==> config.mk <==
export PLATFORM = sky130hd
export DESIGN_NAME = any1_agen_sched
export DESIGN_NICKNAME = d
export VERILOG_FILES = /design/src/rtl/any1_pkg.sv /design/src/rtl/any1_agen.sv /design/src/rtl/any1_rr_arb.sv /design/src/rtl/any1_agen_sched.sv
export SDC_FILE = /design/constraint.sdc
export NUM_CORES = 1
export LEC_CHECK = 0
export ABC_AREA = 1
export BUFFER_PORTS_ARGS = -buffer_cell sky130_fd_sc_hd__buf_4
export CELL_PAD_IN_SITES_DETAIL_PLACEMENT = 2
export CELL_PAD_IN_SITES_GLOBAL_PLACEMENT = 2
export CORE_AREA = 4 4 319 321
export CTS_CLUSTER_SIZE = 10
export DETAILED_ROUTE_END_ITERATION = 7
export DIE_AREA = 0 0 323 325
export PLACE_DENSITY_LB_ADDON = 0.1
export SLEW_MARGIN = 5
export SYNTH_ARGS = -nofsm -noshare
export SYNTH_HDL_FRONTEND = slang
export SYNTH_HIERARCHICAL = 1
export SYNTH_SLANG_ARGS = --single-unit
export TNS_END_PERCENT = 50
==> constraint.sdc <==
create_clock -name i_clk -period 11.7 [get_ports i_clk]
set_clock_uncertainty 0.15 [all_clocks]
set_input_delay 1.17 -clock i_clk [delete_from_list [all_inputs] [get_ports i_clk]]
set_output_delay 1.17 -clock i_clk [all_outputs]
set_load 0.01 [all_outputs]
==> src/rtl/any1_pkg.sv <==
// Shared ANY-1 address-generation types and constants.
// FIFO entries are sized for the widest supported id and tag.
package any1_pkg;

  localparam int AWID      = 32;
  localparam int AGEN_NREQ = 4;
  localparam int AGEN_IDW  = 3;
  localparam int AGEN_TAGW = 8;

  typedef struct packed {
    logic [AWID-1:0]      ea;
    logic [AGEN_IDW-1:0]  id;
    logic [AGEN_TAGW-1:0] tag;
  } agen_result_t;

  // Displacement is split across two instruction fields and sign-extended.
  function automatic logic [63:0] agen_disp(input logic [63:0] ir);
    return {{42{ir[63]}}, ir[63:50], ir[39:32]};
  endfunction

endpackage

==> src/rtl/any1_agen.sv <==
// ANY-1 effective-address generator: (disp + ia + ib) << Sc, truncated to AWID.
// Purely combinational; overflow is deliberately unchecked.
module any1_agen
  import any1_pkg::*;
(
  input  logic [63:0]     i_ir,
  input  logic [63:0]     i_ia,
  input  logic [63:0]     i_ib,
  output logic [AWID-1:0] o_ea
);

  logic [63:0] w_sum;
  logic        w_unused_ir;

  assign w_sum       = agen_disp(i_ir) + i_ia + i_ib;
  assign o_ea        = AWID'(w_sum << i_ir[43:41]);
  assign w_unused_ir = ^{i_ir[49:44], i_ir[40], i_ir[31:0]};

endmodule

==> src/rtl/any1_rr_arb.sv <==
// Round-robin arbiter; priority starts one past the last granted requester.
// Grant is combinational and gated by i_en; the pointer moves only on a real grant.
module any1_rr_arb #(
  parameter int NREQ = 4,
  parameter int IDW  = $clog2(NREQ)
) (
  input  logic            i_clk,
  input  logic            i_rst,
  input  logic            i_en,
  input  logic [NREQ-1:0] i_req,
  output logic [NREQ-1:0] o_grant,
  output logic [IDW-1:0]  o_grant_idx
);

  logic [IDW-1:0] r_last;
  logic [IDW-1:0] w_idx;
  logic           w_any;

  function automatic logic [IDW-1:0] rr_idx(input logic [IDW-1:0] base, input int k);
    int s;
    s = int'(base) + k;
    if (s >= NREQ) s = s - NREQ;
    return IDW'(s);
  endfunction

  // Scan from lowest to highest priority so the highest-priority hit wins last.
  always_comb begin
    w_idx = r_last;
    w_any = 1'b0;
    for (int k = NREQ; k >= 1; k--) begin
      if (i_req[rr_idx(r_last, k)]) begin
        w_idx = rr_idx(r_last, k);
        w_any = 1'b1;
      end
    end
  end

  assign o_grant     = (i_en && w_any) ? (NREQ'(1) << w_idx) : '0;
  assign o_grant_idx = w_idx;

  always_ff @(posedge i_clk) begin
    if (i_rst) begin
      r_last <= IDW'(NREQ - 1);
    end else if (i_en && w_any) begin
      r_last <= w_idx;
    end
  end

endmodule

==> src/rtl/any1_agen_sched.sv <==
// Shares one any1_agen among NREQ requesters; 2-cycle grant-to-out_valid latency.
// Credit-based issue keeps in-flight + buffered results <= 2; out_* hold while stalled.
module any1_agen_sched
  import any1_pkg::*;
#(
  parameter int NREQ = AGEN_NREQ,
  parameter int IDW  = $clog2(NREQ),
  parameter int TAGW = 4
) (
  input  logic                      i_clk,
  input  logic                      i_rst,
  input  logic                      i_flush,
  input  logic [NREQ-1:0]           i_req_valid,
  output logic [NREQ-1:0]           o_req_ready,
  input  logic [NREQ-1:0][63:0]     i_req_ir,
  input  logic [NREQ-1:0][63:0]     i_req_ia,
  input  logic [NREQ-1:0][63:0]     i_req_ib,
  input  logic [NREQ-1:0][TAGW-1:0] i_req_tag,
  output logic                      o_out_valid,
  input  logic                      i_out_ready,
  output logic [AWID-1:0]           o_out_ea,
  output logic [IDW-1:0]            o_out_id,
  output logic [TAGW-1:0]           o_out_tag
);

  logic [NREQ-1:0] w_grant;
  logic [IDW-1:0]  w_idx;
  logic            w_fire;
  logic            w_pop;
  logic            w_push;
  logic            w_credit;
  logic            w_en;
  logic [2:0]      w_occ;
  logic [AWID-1:0] w_ea;
  agen_result_t    w_push_dat;
  agen_result_t    w_head;
  logic            w_unused_head;

  logic [63:0]     r_ir;
  logic [63:0]     r_ia;
  logic [63:0]     r_ib;
  logic            r_s1_vld;
  logic [IDW-1:0]  r_s1_id;
  logic [TAGW-1:0] r_s1_tag;
  agen_result_t    r_mem [2];
  logic            r_wp;
  logic            r_rp;
  logic [1:0]      r_cnt;

  // A pop this cycle frees a slot, so issue can resume the same cycle out_ready returns.
  assign w_pop    = o_out_valid & i_out_ready;
  assign w_occ    = {1'b0, r_cnt} + {2'b0, r_s1_vld} - {2'b0, w_pop};
  assign w_credit = (w_occ < 3'd2);
  assign w_en     = !i_flush && !i_rst && w_credit;

  any1_rr_arb #(
    .NREQ (NREQ),
    .IDW  (IDW)
  ) u_arb (
    .i_clk       (i_clk),
    .i_rst       (i_rst),
    .i_en        (w_en),
    .i_req       (i_req_valid),
    .o_grant     (w_grant),
    .o_grant_idx (w_idx)
  );

  assign o_req_ready = w_grant;
  assign w_fire      = |w_grant;

  // Operand registers hold the last winner's values when nothing is granted.
  always_ff @(posedge i_clk) begin
    if (w_fire) begin
      r_ir     <= i_req_ir[w_idx];
      r_ia     <= i_req_ia[w_idx];
      r_ib     <= i_req_ib[w_idx];
      r_s1_id  <= w_idx;
      r_s1_tag <= i_req_tag[w_idx];
    end
  end

  always_ff @(posedge i_clk) begin
    if (i_rst || i_flush) begin
      r_s1_vld <= 1'b0;
    end else begin
      r_s1_vld <= w_fire;
    end
  end

  any1_agen u_agen (
    .i_ir (r_ir),
    .i_ia (r_ia),
    .i_ib (r_ib),
    .o_ea (w_ea)
  );

  assign w_push         = r_s1_vld & !i_flush;
  assign w_push_dat.ea  = w_ea;
  assign w_push_dat.id  = AGEN_IDW'(r_s1_id);
  assign w_push_dat.tag = AGEN_TAGW'(r_s1_tag);

  always_ff @(posedge i_clk) begin
    if (i_rst || i_flush) begin
      r_cnt <= 2'd0;
      r_wp  <= 1'b0;
      r_rp  <= 1'b0;
    end else begin
      if (w_push) r_wp <= ~r_wp;
      if (w_pop)  r_rp <= ~r_rp;
      r_cnt <= r_cnt + {1'b0, w_push} - {1'b0, w_pop};
    end
  end

  always_ff @(posedge i_clk) begin
    if (w_push && !i_rst) begin
      r_mem[r_wp] <= w_push_dat;
    end
  end

  // Payload is forced to zero when empty so reset/flush leave clean outputs.
  assign w_head        = r_mem[r_rp];
  assign o_out_valid   = (r_cnt != 2'd0);
  assign o_out_ea      = o_out_valid ? w_head.ea : '0;
  assign o_out_id      = o_out_valid ? IDW'(w_head.id) : '0;
  assign o_out_tag     = o_out_valid ? TAGW'(w_head.tag) : '0;
  assign w_unused_head = ^w_head;

endmodule
* Word level (Yosys, flattened, before mapping)
Memories as Yosys holds them, arrays and structs flattened. A register that Yosys moved wholly into a read port is not among the register bits.
Index checks and enable logic that the tools add are counted.
** Word-level totals
- Bits in registers :: 205
- Bits in writable memories :: 76
- Logic and storage cells :: 86
- Memories kept :: 1
** Memory list
- r_mem :: depth 2, bits a word 38, rd ports 1, clocked after Yosys merged registers in 1, wr ports 1, RTL line any1_agen_sched.sv:45 : agen_result_t r_mem [2];
** Operators by class
- Add/subtract/negate cells :: 14
- Magnitude comparators :: 10
- Shifts and indexed selects :: 2
- Multiplexer cells :: 36
- Bitwise logic cells :: 4
- Reduce and logical (&&, ||, !) cells :: 9
** Operators with widths (count)
- $bmux W64 S2 :: 3
- $mux W64 :: 3
- $add A64 B64 Y64 :: 2
- $shl A64 B3 Y32 :: 1
- $mux W32 :: 1
- $mux W2 :: 9
- $lt A2 B3 Y1 const B :: 5
- $mux W1 :: 12
- $mux W4 :: 3
- $ge A3 B3 Y1 const B :: 3
- $bmux W1 S2 :: 4
- $bmux W4 S2 :: 1
- $sub A2 B1 Y2 const B :: 4
- $add A2 B2 Y3 const B :: 2
- $add A2 B3 Y4 const B :: 1
- $ge A4 B3 Y1 const B :: 1
- $logic_and A1 B1 Y1 :: 4
- $reduce_or A4 Y1 :: 1
- $shl A1 B2 Y4 const A :: 1
- $add A2 B1 Y3 :: 1
- $add A2 B1 Y3 const B :: 1
- $lt A3 B2 Y1 const B :: 1
- $sub A3 B1 Y3 :: 1
- $add A2 B1 Y2 :: 1
- 6 further kinds :: 9

* Logic depth before layout (Yosys ltp)
- Word-level depth :: 12
- Depth in mapped cells :: 18
- Gate-level depth less buffers :: 18

* Hierarchy
Netlist, hierarchy kept.
** By module, submodules not included
- any1_agen_sched :: instances 1, cells an instance 1951, area each 16459.5 sq um
- any1_agen :: instances 1, cells an instance 737, area each 4080.2 sq um
- any1_rr_arb :: instances 1, cells an instance 73, area each 396.6 sq um

* Worst setup path after synthesis
No wires, ideal clock.
- Kind :: input to register
- Start point :: input i_out_ready
- End point :: register r_ia[0] (enable)
- Library setup time :: 2.071 ns
- Data arrival time :: 6.996 ns
- Required time :: 9.479 ns
- Setup slack :: 2.483 ns
- Cell stages on the path :: 12
- Buffers on the path :: 0
- Cell sequence :: inv_1 -> nor2_1 -> ha_1 -> inv_1 -> nand2_1 -> fa_1 -> xor2_1 -> nor2_1 -> nand2_4 -> nor2_1 -> nor2_1 -> nand3_1
** On the way
- Longest elaborated chain between the ends :: 7
** Ends and longest elaborated chain
- start: declaration :: RTL line any1_agen_sched.sv:20 : input logic i_out_ready,
- $and A1 B1 Y1 :: RTL line any1_agen_sched.sv:51 : assign w_pop = o_out_valid & i_out_ready;
- net w_pop :: RTL line any1_agen_sched.sv:29 : logic w_pop;
- $sub A3 B1 Y3 :: RTL line any1_agen_sched.sv:52 : assign w_occ = {1'b0, r_cnt} + {2'b0, r_s1_vld} - {2'b0, w_pop};
- $lt A3 B2 Y1 :: RTL line any1_agen_sched.sv:53 : assign w_credit = (w_occ < 3'd2);
- $logic_and A1 B1 Y1 :: RTL line any1_agen_sched.sv:54 : assign w_en = !i_flush && !i_rst && w_credit;
- net w_en :: RTL line any1_agen_sched.sv:32 : logic w_en;
- $logic_and A1 B1 Y1 :: RTL line any1_rr_arb.sv:38 : assign o_grant = (i_en && w_any) ? (NREQ'(1) << w_idx) : '0;
- $mux W4 :: RTL line any1_rr_arb.sv:38
- net o_req_ready[1] :: RTL line any1_agen_sched.sv:14 : output logic [NREQ-1:0] o_req_ready,
- $reduce_or A4 Y1 :: RTL line any1_agen_sched.sv:69 : assign w_fire = |w_grant;
- net w_fire :: RTL line any1_agen_sched.sv:28 : logic w_fire;
- end signal: assignment :: RTL line any1_agen_sched.sv:75 : r_ia <= i_req_ia[w_idx];
- end: declaration :: RTL line any1_agen_sched.sv:40 : logic [63:0] r_ia;
The timed path passes the listed nets, and every way through them passes these cells.
A chain may end at the register's enable or synchronous reset.

* Final worst setup path
- Start point :: register r_cnt[1]
- End point :: register r_ib[20] (enable)
** On the way
- Longest elaborated chain between the ends :: 8
- Elaborated cells on any way between the ends :: 9
- Classes of those cells :: add/sub (2); order compare (1); mux (1); bitwise (1); reduce/logical (4)
** Ends and longest elaborated chain
- start: declaration :: RTL line any1_agen_sched.sv:48 : logic [1:0] r_cnt;
- start signal: assignment :: RTL line any1_agen_sched.sv:110 : r_cnt <= r_cnt + {1'b0, w_push} - {1'b0, w_pop};
- $reduce_bool A2 Y1 :: RTL line any1_agen_sched.sv:122 : assign o_out_valid = (r_cnt != 2'd0);
- $and A1 B1 Y1 :: RTL line any1_agen_sched.sv:51
- net w_pop :: RTL line any1_agen_sched.sv:29
- $sub A3 B1 Y3 :: RTL line any1_agen_sched.sv:52
- $lt A3 B2 Y1 :: RTL line any1_agen_sched.sv:53
- $logic_and A1 B1 Y1 :: RTL line any1_agen_sched.sv:54
- net w_en :: RTL line any1_agen_sched.sv:32
- $logic_and A1 B1 Y1 :: RTL line any1_rr_arb.sv:38
- $mux W4 :: RTL line any1_rr_arb.sv:38
- $reduce_or A4 Y1 :: RTL line any1_agen_sched.sv:69
- net w_fire :: RTL line any1_agen_sched.sv:28
- end signal: assignment :: RTL line any1_agen_sched.sv:76 : r_ib <= i_req_ib[w_idx];
- end: declaration :: RTL line any1_agen_sched.sv:41 : logic [63:0] r_ib;
The timed path passes the listed nets, and every way through them passes these cells.

==> impl_metrics.ini <==
[yosys]
synth_nets = 2754
syn-instance-count = 1896
avgSynthCellArea_um2 = 7.493
yosysWarningCount = 6
syn_area_mm2 = 0.01421

[setup_path]
required_ps = 11640
critical_path.cell_chain = nor2_4 -> nor2_1 -> ha_1 -> inv_1 -> nand2_1 -> fa_1 -> nand2_1 -> nor2_1 -> nand2_4 -> nor2_1 -> inv_1 -> nand3_4 -> buf_4
worst_setup_path_start_kind = register
crit_fanout = 67
slowest_delay_ps = 850
path_buf_inv = 3
crit_type = reg -> reg
crit_slowest_cell = nor2_4
end_kind = register
crit_arrival_ps = 4920
crit_family = simple AND/OR/NAND/NOR gates
cp_common_cell = nor2_1

[global_route]
grt_pass1_vias = 15310
grt.total_usage_pct = 12.66
grt.overflow.total = 0
grt_pass1_wl_um = 98950
grt_max_degree = 200
antenna_found_initial = 23

[clock_tree]
cts_tree = yes
h-tree-depth = 4
cts_resized = 0
clock_latency_ps = 480
postCtsHoldBufs = 0
root_buffer = clkbuf_16
clk_pin_slew_ps = 70
cts_made_buffers = 17
cts_setup_buffers = 0
cts.sinks = 179
clockBufferDepth = 2

[status]
status = complete, no violations

[drt]
final_antenna_net_count = 0
drt-vias-per-instance = 3.835
drtIter0Drc = 377
vias = 13580
drc = 0
wl_per_cell_um = 18.79
firstDrtPassIters = 6
wirelength_um = 66570

[timing]
rsz0062_at_grt = false
finalHoldViolations = 0
max_freq_mhz = 200.9
period_minus_slack_ps = 4979
final.setup.tns_ps = 0
setup_violations = 0
maxSlewHeadroom_pct = 25.36
setup_ws_ps = 6721
fin_crit_sh_pct = 42.55
worst_pin_slew_ps = 1120
drv_slew = 0

[floorplan]
io_pins = 835
row_count = 116
initial_core_util_pct = 14.31
core_area_mm2 = 0.09928
dieArea_mm2 = 0.1050
die_h_um = 325
die_w_um = 323

[power_and_ir_drop]
power_uw = 4834
p_sw_uw = 2539
switching_share_pct = 52.52
ir_drop_uv = 160.1
seq_power_share_pct = 21.6
power.leakage_uw = 0.008801
pwr-share-clk_pct = 12.4
power_density_mw_per_mm2 = 255.9
intPower_uw = 2295
combPwrFrac_pct = 66.0

[worst_hold_path]
min_path_type = reg -> reg

[finish]
drive_gt1_share_pct = 23.04
postLayoutCoreUtil_pct = 19.03
layout.nets = 3085
synthToLayoutAreaGrowth_pct = 32.96

[placement]
place_ws_ps = 6509
gp_congestion = 0.7616
numPortBuffers = 422
dpl.hpwl_um = 55870

[flow_run]
cap_viol_max_count = 0
-- metal layers --
metal	wire length [um]	track usage [%]
met5	149	0
met4	533	2.258
met3	5455	4.990
met2	28690	19.38
met1	31750	17.00
-- state kept, by name, summed over array words and instances (netlist names), named ones only --
| signal | cells |
|---|---|
| r_ir | 25 |
| r_s1_id | 2 |
| r_s1_vld | 1 |
| r_mem | 76 |
| r_wp | 1 |
| r_cnt | 2 |
| r_ib | 32 |
| r_s1_tag | 4 |
| u_arb/r_last | 2 |
| r_rp | 1 |
| r_ia | 32 |
-- cells in the final DEF (no fill, tap or decap), types with 3 or more instances in the layout --
master / count
clkbuf_16: 18
nand3_1: 157
diode_2: 4
nand2_1: 556
edfxtp_1: 171
nand3_2: 11
clkinv_4: 3
dfxtp_1: 7
nor2_4: 3
nand4_1: 5
nand2_2: 17
ha_1: 33
xnor2_1: 4
a21oi_1: 152
nor2_1: 49
o21ai_0: 23
clkinv_1: 3
clkbuf_8: 3
inv_6: 4
mux2i_1: 5
inv_1: 319
o21ai_1: 89
buf_4: 432
nor3_1: 3
o211ai_1: 95
nor2_2: 7
fa_1: 33
xor2_1: 13
-- layout make-up --
type                            instances  area [um2]
Fill cell                           11740       80390
Antenna cell                            4       10.01
Inverter                              327        1242
Clock inverter                         11       113.9
Multi-Input combinational cell       1269        6847
Tap cell                             1298        1624
Sequential cell                       179        5296
Clock buffer                           21       491.7
Timing Repair Buffer                  433        3263
-- worst paths after layout --
kind	to	cells past startpoint	from	slack (ps)
worst min-delay path	r_mem[1][5]	0	r_s1_id[1]	310
worst min register to register	r_mem[1][5]	0	r_s1_id[1]	310
worst max register to register	r_ib[20]	13	r_cnt[1]	6720
worst max-delay path	r_ib[20]	13	r_cnt[1]	6720
-- per-stage QoR --
step	hold slack (ps)	instances	instance area (um2)
after global placement	274.7	3506	18270
final	305.7	3542	18890
after global routing	319.2	3538	18880
after detailed placement	285.3	3506	18270
after floorplan	271.5	1896	14210
after CTS	304.1	3538	18880
-- power groups by stage --
stage	combinational, uW	clock, uW	sequential (uW)
finish	3190	599	1040
global route	3750	657	1060
CTS	3330	633	1050
detailed placement	3320	0	1060
global placement	3270	0	1060
floorplan	2270	0	1040
Note: power is estimated with default switching activity, not from simulation.
